`src/rtl/decode_stage_pkg.sv`:
```
// Shared constants, the ID/EX record and immediate generation for the RV32I decode stage.
package decode_stage_pkg;

  localparam int unsigned XLEN  = 32;
  localparam int unsigned NREG  = 32;
  localparam int unsigned RADDR = $clog2(NREG);

  localparam logic [6:0] OP_LUI    = 7'b0110111;
  localparam logic [6:0] OP_AUIPC  = 7'b0010111;
  localparam logic [6:0] OP_JAL    = 7'b1101111;
  localparam logic [6:0] OP_JALR   = 7'b1100111;
  localparam logic [6:0] OP_BRANCH = 7'b1100011;
  localparam logic [6:0] OP_LOAD   = 7'b0000011;
  localparam logic [6:0] OP_STORE  = 7'b0100011;
  localparam logic [6:0] OP_IMM    = 7'b0010011;
  localparam logic [6:0] OP_REG    = 7'b0110011;

  typedef struct packed {
    logic             valid;
    logic [XLEN-1:0]  pc;
    logic [XLEN-1:0]  link;
    logic [XLEN-1:0]  imm;
    logic [XLEN-1:0]  target;
    logic [XLEN-1:0]  rs1_val;
    logic [XLEN-1:0]  rs2_val;
    logic [RADDR-1:0] rs1;
    logic [RADDR-1:0] rs2;
    logic [RADDR-1:0] rd;
    logic [6:0]       opcode;
    logic [2:0]       funct3;
    logic             funct7b5;
    logic             reg_we;
    logic             is_load;
    logic             is_store;
    logic             is_branch;
    logic             is_jal;
    logic             is_jalr;
    logic             illegal;
  } id_ex_t;

  function automatic logic [XLEN-1:0] gen_imm(input logic [31:0] ir);
    logic [XLEN-1:0] imm;
    imm = '0;
    case (ir[6:0])
      OP_JALR, OP_LOAD, OP_IMM: imm = {{20{ir[31]}}, ir[31:20]};
      OP_STORE:                 imm = {{20{ir[31]}}, ir[31:25], ir[11:7]};
      OP_BRANCH:                imm = {{19{ir[31]}}, ir[31], ir[7], ir[30:25], ir[11:8], 1'b0};
      OP_LUI, OP_AUIPC:         imm = {ir[31:12], 12'b0};
      OP_JAL:                   imm = {{11{ir[31]}}, ir[31], ir[19:12], ir[20], ir[30:21], 1'b0};
      default:                  imm = '0;
    endcase
    return imm;
  endfunction

endpackage

```
`src/rtl/decode_stage_regfile.sv`:
```
// 2-read/1-write register file with write-through reads, x0 hardwired to zero, async clear.
module decode_stage_regfile
  import decode_stage_pkg::*;
(
  input  logic             clk,
  input  logic             reset,
  input  logic             we,
  input  logic [RADDR-1:0] waddr,
  input  logic [XLEN-1:0]  wdata,
  input  logic [RADDR-1:0] raddr1,
  input  logic [RADDR-1:0] raddr2,
  output logic [XLEN-1:0]  rdata1,
  output logic [XLEN-1:0]  rdata2
);

  logic [XLEN-1:0] regs_q [NREG];

  always_ff @(posedge clk or posedge reset) begin
    if (reset) begin
      for (int i = 0; i < NREG; i++) regs_q[i] <= '0;
    end else if (we && waddr != '0) begin
      regs_q[waddr] <= wdata;
    end
  end

  // The WB value is forwarded so ID sees a result written in the same cycle.
  always_comb begin
    rdata1 = regs_q[raddr1];
    rdata2 = regs_q[raddr2];
    if (we && waddr == raddr1) rdata1 = wdata;
    if (we && waddr == raddr2) rdata2 = wdata;
    if (raddr1 == '0) rdata1 = '0;
    if (raddr2 == '0) rdata2 = '0;
  end

endmodule

```
`src/rtl/decode_stage.sv`:
```
// RV32I ID stage: decode, register read, immediates, branch/JAL target, load-use hazard, ID/EX reg.
module decode_stage
  import decode_stage_pkg::*;
(
  input  logic             clk,
  input  logic             reset,
  input  logic [31:0]      ir,
  input  logic [XLEN-1:0]  npc,
  input  logic             hold_e,
  input  logic             flush_e,
  input  logic             wb_we,
  input  logic [RADDR-1:0] wb_rd,
  input  logic [XLEN-1:0]  wb_data,
  output logic             stall_req,
  output logic             ex_valid,
  output logic [XLEN-1:0]  ex_pc,
  output logic [XLEN-1:0]  ex_link,
  output logic [XLEN-1:0]  ex_imm,
  output logic [XLEN-1:0]  ex_target,
  output logic [RADDR-1:0] ex_rs1,
  output logic [RADDR-1:0] ex_rs2,
  output logic [XLEN-1:0]  ex_rs1_val,
  output logic [XLEN-1:0]  ex_rs2_val,
  output logic [RADDR-1:0] ex_rd,
  output logic [6:0]       ex_opcode,
  output logic [2:0]       ex_funct3,
  output logic             ex_funct7b5,
  output logic             ex_reg_we,
  output logic             ex_is_load,
  output logic             ex_is_store,
  output logic             ex_is_branch,
  output logic             ex_is_jal,
  output logic             ex_is_jalr,
  output logic             ex_illegal
);

  id_ex_t          dec, ex_q;
  logic [XLEN-1:0] rs1_val, rs2_val;
  logic            writes_rd, rs1_used, rs2_used;

  decode_stage_regfile u_regfile (
    .clk    (clk),
    .reset  (reset),
    .we     (wb_we),
    .waddr  (wb_rd),
    .wdata  (wb_data),
    .raddr1 (ir[19:15]),
    .raddr2 (ir[24:20]),
    .rdata1 (rs1_val),
    .rdata2 (rs2_val)
  );

  always_comb begin
    dec       = '0;
    writes_rd = 1'b0;
    if (ir != '0) begin
      dec.valid    = 1'b1;
      dec.pc       = npc;
      dec.link     = npc + XLEN'(4);
      dec.imm      = gen_imm(ir);
      dec.rs1      = ir[19:15];
      dec.rs2      = ir[24:20];
      dec.rd       = ir[11:7];
      dec.rs1_val  = rs1_val;
      dec.rs2_val  = rs2_val;
      dec.opcode   = ir[6:0];
      dec.funct3   = ir[14:12];
      dec.funct7b5 = ir[30];
      case (ir[6:0])
        OP_LUI, OP_AUIPC, OP_IMM, OP_REG: writes_rd = 1'b1;
        OP_JAL:    begin dec.is_jal  = 1'b1; writes_rd = 1'b1; end
        OP_JALR:   begin dec.is_jalr = 1'b1; writes_rd = 1'b1; end
        OP_LOAD:   begin dec.is_load = 1'b1; writes_rd = 1'b1; end
        OP_STORE:  dec.is_store  = 1'b1;
        OP_BRANCH: dec.is_branch = 1'b1;
        default:   dec.illegal   = 1'b1;
      endcase
      if (dec.is_branch || dec.is_jal) dec.target = npc + dec.imm;
      dec.reg_we = writes_rd && (dec.rd != '0);
    end
  end

  // Only fields an opcode actually reads may raise a load-use stall.
  always_comb begin
    rs1_used  = !(ir[6:0] inside {OP_LUI, OP_AUIPC, OP_JAL});
    rs2_used  = ir[6:0] inside {OP_REG, OP_STORE, OP_BRANCH};
    stall_req = ex_q.valid && ex_q.is_load && (ex_q.rd != '0) &&
                ((rs1_used && ex_q.rd == ir[19:15]) || (rs2_used && ex_q.rd == ir[24:20]));
  end

  always_ff @(posedge clk or posedge reset) begin
    if (reset) begin
      ex_q <= '0;
    end else if (flush_e) begin
      ex_q <= '0;
    end else if (!hold_e) begin
      ex_q <= stall_req ? '0 : dec;
    end
  end

  assign ex_valid     = ex_q.valid;
  assign ex_pc        = ex_q.pc;
  assign ex_link      = ex_q.link;
  assign ex_imm       = ex_q.imm;
  assign ex_target    = ex_q.target;
  assign ex_rs1       = ex_q.rs1;
  assign ex_rs2       = ex_q.rs2;
  assign ex_rs1_val   = ex_q.rs1_val;
  assign ex_rs2_val   = ex_q.rs2_val;
  assign ex_rd        = ex_q.rd;
  assign ex_opcode    = ex_q.opcode;
  assign ex_funct3    = ex_q.funct3;
  assign ex_funct7b5  = ex_q.funct7b5;
  assign ex_reg_we    = ex_q.reg_we;
  assign ex_is_load   = ex_q.is_load;
  assign ex_is_store  = ex_q.is_store;
  assign ex_is_branch = ex_q.is_branch;
  assign ex_is_jal    = ex_q.is_jal;
  assign ex_is_jalr   = ex_q.is_jalr;
  assign ex_illegal   = ex_q.illegal;

endmodule

```
`config.mk`:
```
export PLATFORM = sky130hd
export DESIGN_NAME = decode_stage
export DESIGN_NICKNAME = d
export VERILOG_FILES = /design/src/rtl/decode_stage_pkg.sv /design/src/rtl/decode_stage_regfile.sv /design/src/rtl/decode_stage.sv
export SDC_FILE = /design/constraint.sdc
export NUM_CORES = 2
export LEC_CHECK = 0
export CAP_MARGIN = 20
export CORE_AREA = 2 2 352 354
export DETAILED_ROUTE_END_ITERATION = 16
export DIE_AREA = 0 0 354 356
export PLACE_DENSITY_LB_ADDON = 0.08
export SLEW_MARGIN = 20
export SYNTH_ARGS = -nofsm -noshare
export SYNTH_HDL_FRONTEND = slang
export SYNTH_HIERARCHICAL = 1
export SYNTH_SLANG_ARGS = --single-unit
export TNS_END_PERCENT = 20
```
`constraint.sdc`:
```
create_clock -name clk -period 29.5 [get_ports clk]
set_input_delay 2.95 -clock clk [delete_from_list [all_inputs] [get_ports clk]]
set_output_delay 2.95 -clock clk [all_outputs]
set_load 0.01 [all_outputs]
```
==> After elaboration in Yosys (flattened, before gate mapping) <==
Index checks and enable logic that the tools add are counted.
W data, S select, Z words.
{ "totals": {"reg_bits": 1250, "inputBits": 106, "output_inout_bits": 227} }
{ "op_classes": {"n_addsub": 2, "order_cmp": 4, "eq_ne": 14, "n_mux": 30, "bitwise_logic": 3, "n_reduce_logical": 25} }
{ "ops": {"columns": ["op", "count"], "rows": [
  ["$bwmux W1024", 1],
  ["$mux W226", 4],
  ["$mux W32", 11],
  ["$bmux W32 S5", 2],
  ["$demux W32 S5", 1],
  ["$pmux W32 S5", 1],
  ["$add A32 B3 Y32 const B", 1],
  ["$add A32 B32 Y32", 1],
  ["$reduce_bool A32 Y1", 1],
  ["$eq A7 B6 Y1 const B", 3],
  ["$eq A7 B7 Y1 const B", 3],
  ["$eq A5 B5 Y1", 4],
  ["$ge A6 B6 Y1 const B", 3],
  ["$not A5 Y6", 3],
  ["$reduce_bool A5 Y1", 3],
  ["$eq A7 B5 Y1 const B", 2],
  ["$logic_and A1 B1 Y1", 10],
  ["$logic_not A5 Y1", 2],
  ["$mux W1", 10],
  ["$reduce_or A9 Y1", 1],
  ["$eq A7 B2 Y1 const B", 1],
  ["$reduce_or A7 Y1", 1],
  ["$lt A6 B1 Y1 const B", 1],
  ["$reduce_bool A3 Y1", 2],
  ["other kinds (5)", 6]
]} }

==> Depth between registers and ports, before layout <==
{ "logic_depth": {"ltp_word": 10, "depth_mapped": 19, "mapped_depth_nobuf": 17} }

==> By module <==
The synthesis kept the hierarchy.
{ "modules_own_cells": {"columns": ["mod", "instances", "cells_each", "area_each_um2", "seq_area_each_um2"], "rows": [
  ["decode_stage_regfile", 1, 3894, 55230.5, 25624.6],
  ["decode_stage", 1, 1161, 11496.0, 5605.4]
]} }

==> Worst setup path before layout <==
No wires, ideal clock.
{ "synth_path": {"path_kind": "input to register", "from": "input ir[4]", "to": "register ex_q, in the netlist ex_target[22]", "setup_time_ps": 122, "t_arrival_ps": 7074, "required_time_ps": 29378, "setup_slack_ps": 22305, "path_stages": 19, "cell_sequence": "buf_2 and4b_1 and2_1 clkbuf_1 nor2b_1 a22o_1 ha_1 fa_1 a21o_1 a21o_1 a21boi_0 o311ai_0 nor4_1 nor3_2 a211oi_1 nor2b_1 nor3_1 or3_1 a32o_1"} }
{ "synth_via": {"elab_chain_cells": 10, "elab_cells_between_ends": 32, "classes_between": "1 x add/sub; 9 x eq/ne; 11 x mux; 11 x reduce/logical"} }
{ "synth_rtl": {"columns": ["element", "line", "text"], "rows": [
  ["start, declared", "decode_stage.sv:7", "input logic [31:0] ir,"],
  ["$eq A7 B2 Y1, or another cell as far along", "decode_stage_pkg.sv:44", "case (ir[6:0])"],
  ["$reduce_or A3 Y1 / $reduce_or A2 Y1 (equally long branches)", "decode_stage_pkg.sv:44", null],
  ["$pmux W32 S5", "decode_stage_pkg.sv:44", null],
  ["$mux W32", "decode_stage.sv:56", "if (ir != '0) begin"],
  ["$add A32 B32 Y32", "decode_stage.sv:78", "if (dec.is_branch || dec.is_jal) dec.target = npc + dec.imm;"],
  ["$mux W32", "decode_stage.sv:78", null],
  ["$mux W226", "decode_stage.sv:56", null],
  ["$mux W226 *", "decode_stage.sv:97", "ex_q <= stall_req ? '0 : dec;"],
  ["$mux W226 *", "decode_stage.sv:96", "end else if (!hold_e) begin"],
  ["$mux W226 *", "decode_stage.sv:94", "end else if (flush_e) begin"],
  ["end signal, assigned", "decode_stage.sv:97", null],
  ["end, declared", "decode_stage.sv:37", "id_ex_t dec, ex_q;"]
]} }
Mark *: on every way between the ends. The rest lies on a longest branch, timed or not. The select of a mux whose other input is x is not followed.
A chain may end at the register's enable or synchronous reset.

==> Worst setup path after layout <==
{ "layout_path": {"from": "input ir[6]", "to": "output stall_req"} }
{ "layout_via": {"elab_chain_cells": 6, "elab_cells_between_ends": 13, "classes_between": "6 x eq/ne; 7 x reduce/logical"} }
{ "layout_rtl": {"columns": ["element", "line", "text"], "rows": [
  ["$eq A7 B6 Y1, or another cell as far along", "decode_stage.sv:85", "rs1_used = !(ir[6:0] inside {OP_LUI, OP_AUIPC, OP_JAL});"],
  ["$reduce_bool A3 Y1", "decode_stage.sv:85", null],
  ["$logic_not A1 Y1", "decode_stage.sv:85", null],
  ["$logic_and A1 B1 Y1", "decode_stage.sv:88", "((rs1_used && ex_q.rd == ir[19:15]) || (rs2_used && ex_q.rd == ir[24:20]));"],
  ["$logic_or A1 B1 Y1 *", "decode_stage.sv:88", null],
  ["$logic_and A1 B1 Y1 *", "decode_stage.sv:87", "stall_req = ex_q.valid && ex_q.is_load && (ex_q.rd != '0) &&"],
  ["end, declared", "decode_stage.sv:14", "output logic stall_req,"]
]} }
Mark *: on every way between the ends. The rest lies on a longest branch, timed or not.

==> run summary <==
Worst-Margin Slew = 1.25 ns
Distinct cells, synth = 87
Clock Skew = 0.0239 ns
max capacitance violation total = 0
Synth Register Bits = 1248
Synth warnings = 6
Via density = 6.96
core area = 123000 um^2
R2R depth = 9
Peak Freq = 110 MHz
initial antenna violation count = 13
global-route wire length before repair = 338000 um
H-tree levels = 4
wirelength, routed = 232000 um
Peak VDD IR = 0.0000660 V
Syn-to-layout area delta = 13.1%
clk_lat worst skew = 0.78 ns
R2R Setup Slk = 25.78 ns
total gr overflow = 0
Die Wd = 354 um
post-DP HPWL = 140000 um
Port Buffer Count = 332
final setup vio count = 0
total CTS buffers = 138
largest net degree at the start of global routing = 160
top-area cell type share of the netlist area = 46.8%
CTS resizes = 0
Net Count, Synth = 5177
Final Cycle Share = 30.9%
RSZ-0062 raised after global routing = false
GRT Total Usage = 36.8%
Final #Nets = 5258
LEAKAGE = 32.9 nW
worst hold start = u_regfile/regs_q[1019]
Final Hold Vio Count = 0
Die Height = 356 um
CTS Sinks = 1248
Rel. slew slack = 16.1%
worst r2r dst = ex_target[31]
Layout fillers = 9695
Cell Rows = 129
setup TNS = 0 ns
routability cong. = 0.913
ys async rst share = 100%
sequential area share after synthesis = 46.8%
outcome = finished, final reports clean
critical path arrival = 6.15 ns
CTS tree = done
drt initial violations = 5256
Critical R2R Launch = ex_rd[1]
Mapped Cells = 5055
Synth top cells by count = dfrtp_1, mux2_2, mux4_2, mux2i_1, clkbuf_1
fin. max-slew vios = 0
IO Count = 333
Area contributors post-synth = dfrtp_1, mux2_2, mux4_2
Worst setup EP type = primary output
via count = 47800
leading area contributor after synthesis = dfrtp_1
Critical Path RT = 26.55 ns
# DRC = 0
CP startpoint kind = input port
CP max FO = 19
Starting Density = 54.4%
hold buffer count at cts = 0
Cells on Worst Hold Path = 0
Clock Root Buffer = clkbuf_16
number of global-route vias before repair = 47500
EDFF count, synth = 0
postcts setup bufs = 0
most frequent cell after synthesis = dfrtp_1
Endpoint, Worst Hold = u_regfile/regs_q[1019]
Hold Path Class = register to register
Post-DRT Antenna Nets = 0
crit path time final = 9.10 ns
predominant post-synthesis flop cell = dfrtp_1
area of the die = 126000 um^2
Post-Syn Area = 66700 um^2
PD cells = 64.8 nW/um^2
Final Instance Count excl. Fillers = 6878
post-DR wirelength/cell = 33.8 um
Placed Cells = 6631
clock-pin transition on the worst setup and hold timing paths = 0.06 ns
clk buf depth = 3
mean post-synth cell area = 13.2 um^2
critical path class = input port to primary output
share of cells above drive strength 1 = 34.9%
first-pass iteration count of the detailed router = 7
[layout make-up]
type | count | area [um^2] | area share [%]
inverter | 27 | 113 | 0.149
multi-input combinational | 3243 | 33100 | 43.9
timing repair buffer | 478 | 4430 | 5.87
clock inverter | 31 | 353 | 0.468
antenna | 5 | 12.5 | 0.0166
tap | 1637 | 2050 | 2.71
sequential | 1248 | 31200 | 41.4
clock buffer | 209 | 4180 | 5.54
[stage by stage]
stage | worst slack, ns | power (mW) | hold WS, ns | area (um^2) | util (%)
after floorplan | 12.44 | 2.87 | 0.441 | 66700 | -
after global placement | 20.55 | 3.12 | 0.376 | 70900 | 57.8
after detailed placement | 20.51 | 3.15 | 0.382 | 70900 | 57.8
after CTS | 20.50 | 4.89 | 0.397 | 75500 | 61.5
after global routing | 20.33 | 5.08 | 0.409 | 75500 | 61.5
final | 20.40 | 4.89 | 0.396 | 75500 | 61.5
[worst max path at each step]
| stage | endpoint | cells past startpoint | startpoint |
|---|---|---|---|
| floorplan | u_regfile/regs_q[0] | 1 | reset |
| global placement | stall_req | 6 | ir[6] |
| detailed placement | stall_req | 6 | ir[6] |
| CTS | stall_req | 6 | ir[6] |
| global route | stall_req | 6 | ir[6] |
| finish | stall_req | 6 | ir[6] |
[cell usage in the layout (no fill, tap or decap), types with 87 or more instances in the layout]
cell type        count
mux4_2             359
clkdlybuf4s50_1    306
mux2i_1            349
a22oi_1            185
a22o_1             151
mux2_2             994
nand2_1            226
buf_4              142
o21ai_0            151
nor2_1              87
dfrtp_1           1248
clkbuf_16          145
a21oi_1             92
[layer usage]
layer	vias to the layer above	part of all wire, %	track usage (%)	wire length, um
met5	-	0.028	0	65
met1	25300	40	49.2	92100
met3	615	8.7	8.13	20200
li1	19400	-	-	-
met4	10	5.2	17.8	12100
met2	2484	46	57.5	108000
[power breakdown]
group / switching, mW / total (mW) / internal, mW
combinational: 0.418 / 0.941 / 0.523
sequential: 0.206 / 2.20 / 1.99
clock: 0.719 / 1.75 / 1.03
total: 1.34 / 4.89 / 3.54
[cell families (layout without fill, tap and decap cells)]
kind of cell / Yosys count / in the layout / share of synthesized area, %
AO/OA/AOI/OAI: 858 / 858 / 9.38
XOR/XNOR: 89 / 89 / 1.17
adder cells (fa/ha/maj): 21 / 21 / 0.388
buffers and inverters: 564 / 745 / 4.02
flip-flops: 1248 / 1248 / 46.8
multiplexers: 1702 / 1702 / 34.1
other: 0 / 5 / 0
AND/OR/NAND/NOR: 573 / 573 / 4.12
[critical path: stages]
cell and delay, ns:
clkdlybuf4s50_1 0.90, nand4bb_2 0.33, a2bb2oi_1 0.61, nand4_1 0.20, a21oi_1 0.51, clkdlybuf4s50_1 0.65
[flip-flops by register name, indices dropped and copies added (netlist names), 3 cells and up]
signal            count
u_regfile/regs_q   1024
ex_opcode             7
ex_rs1                5
ex_link              30
ex_rs2_val           32
ex_imm               32
ex_rs1_val           32
ex_rs2                5
ex_rd                 5
ex_target            32
ex_pc                32
ex_funct3             3
(Power assumes the default switching activity.)
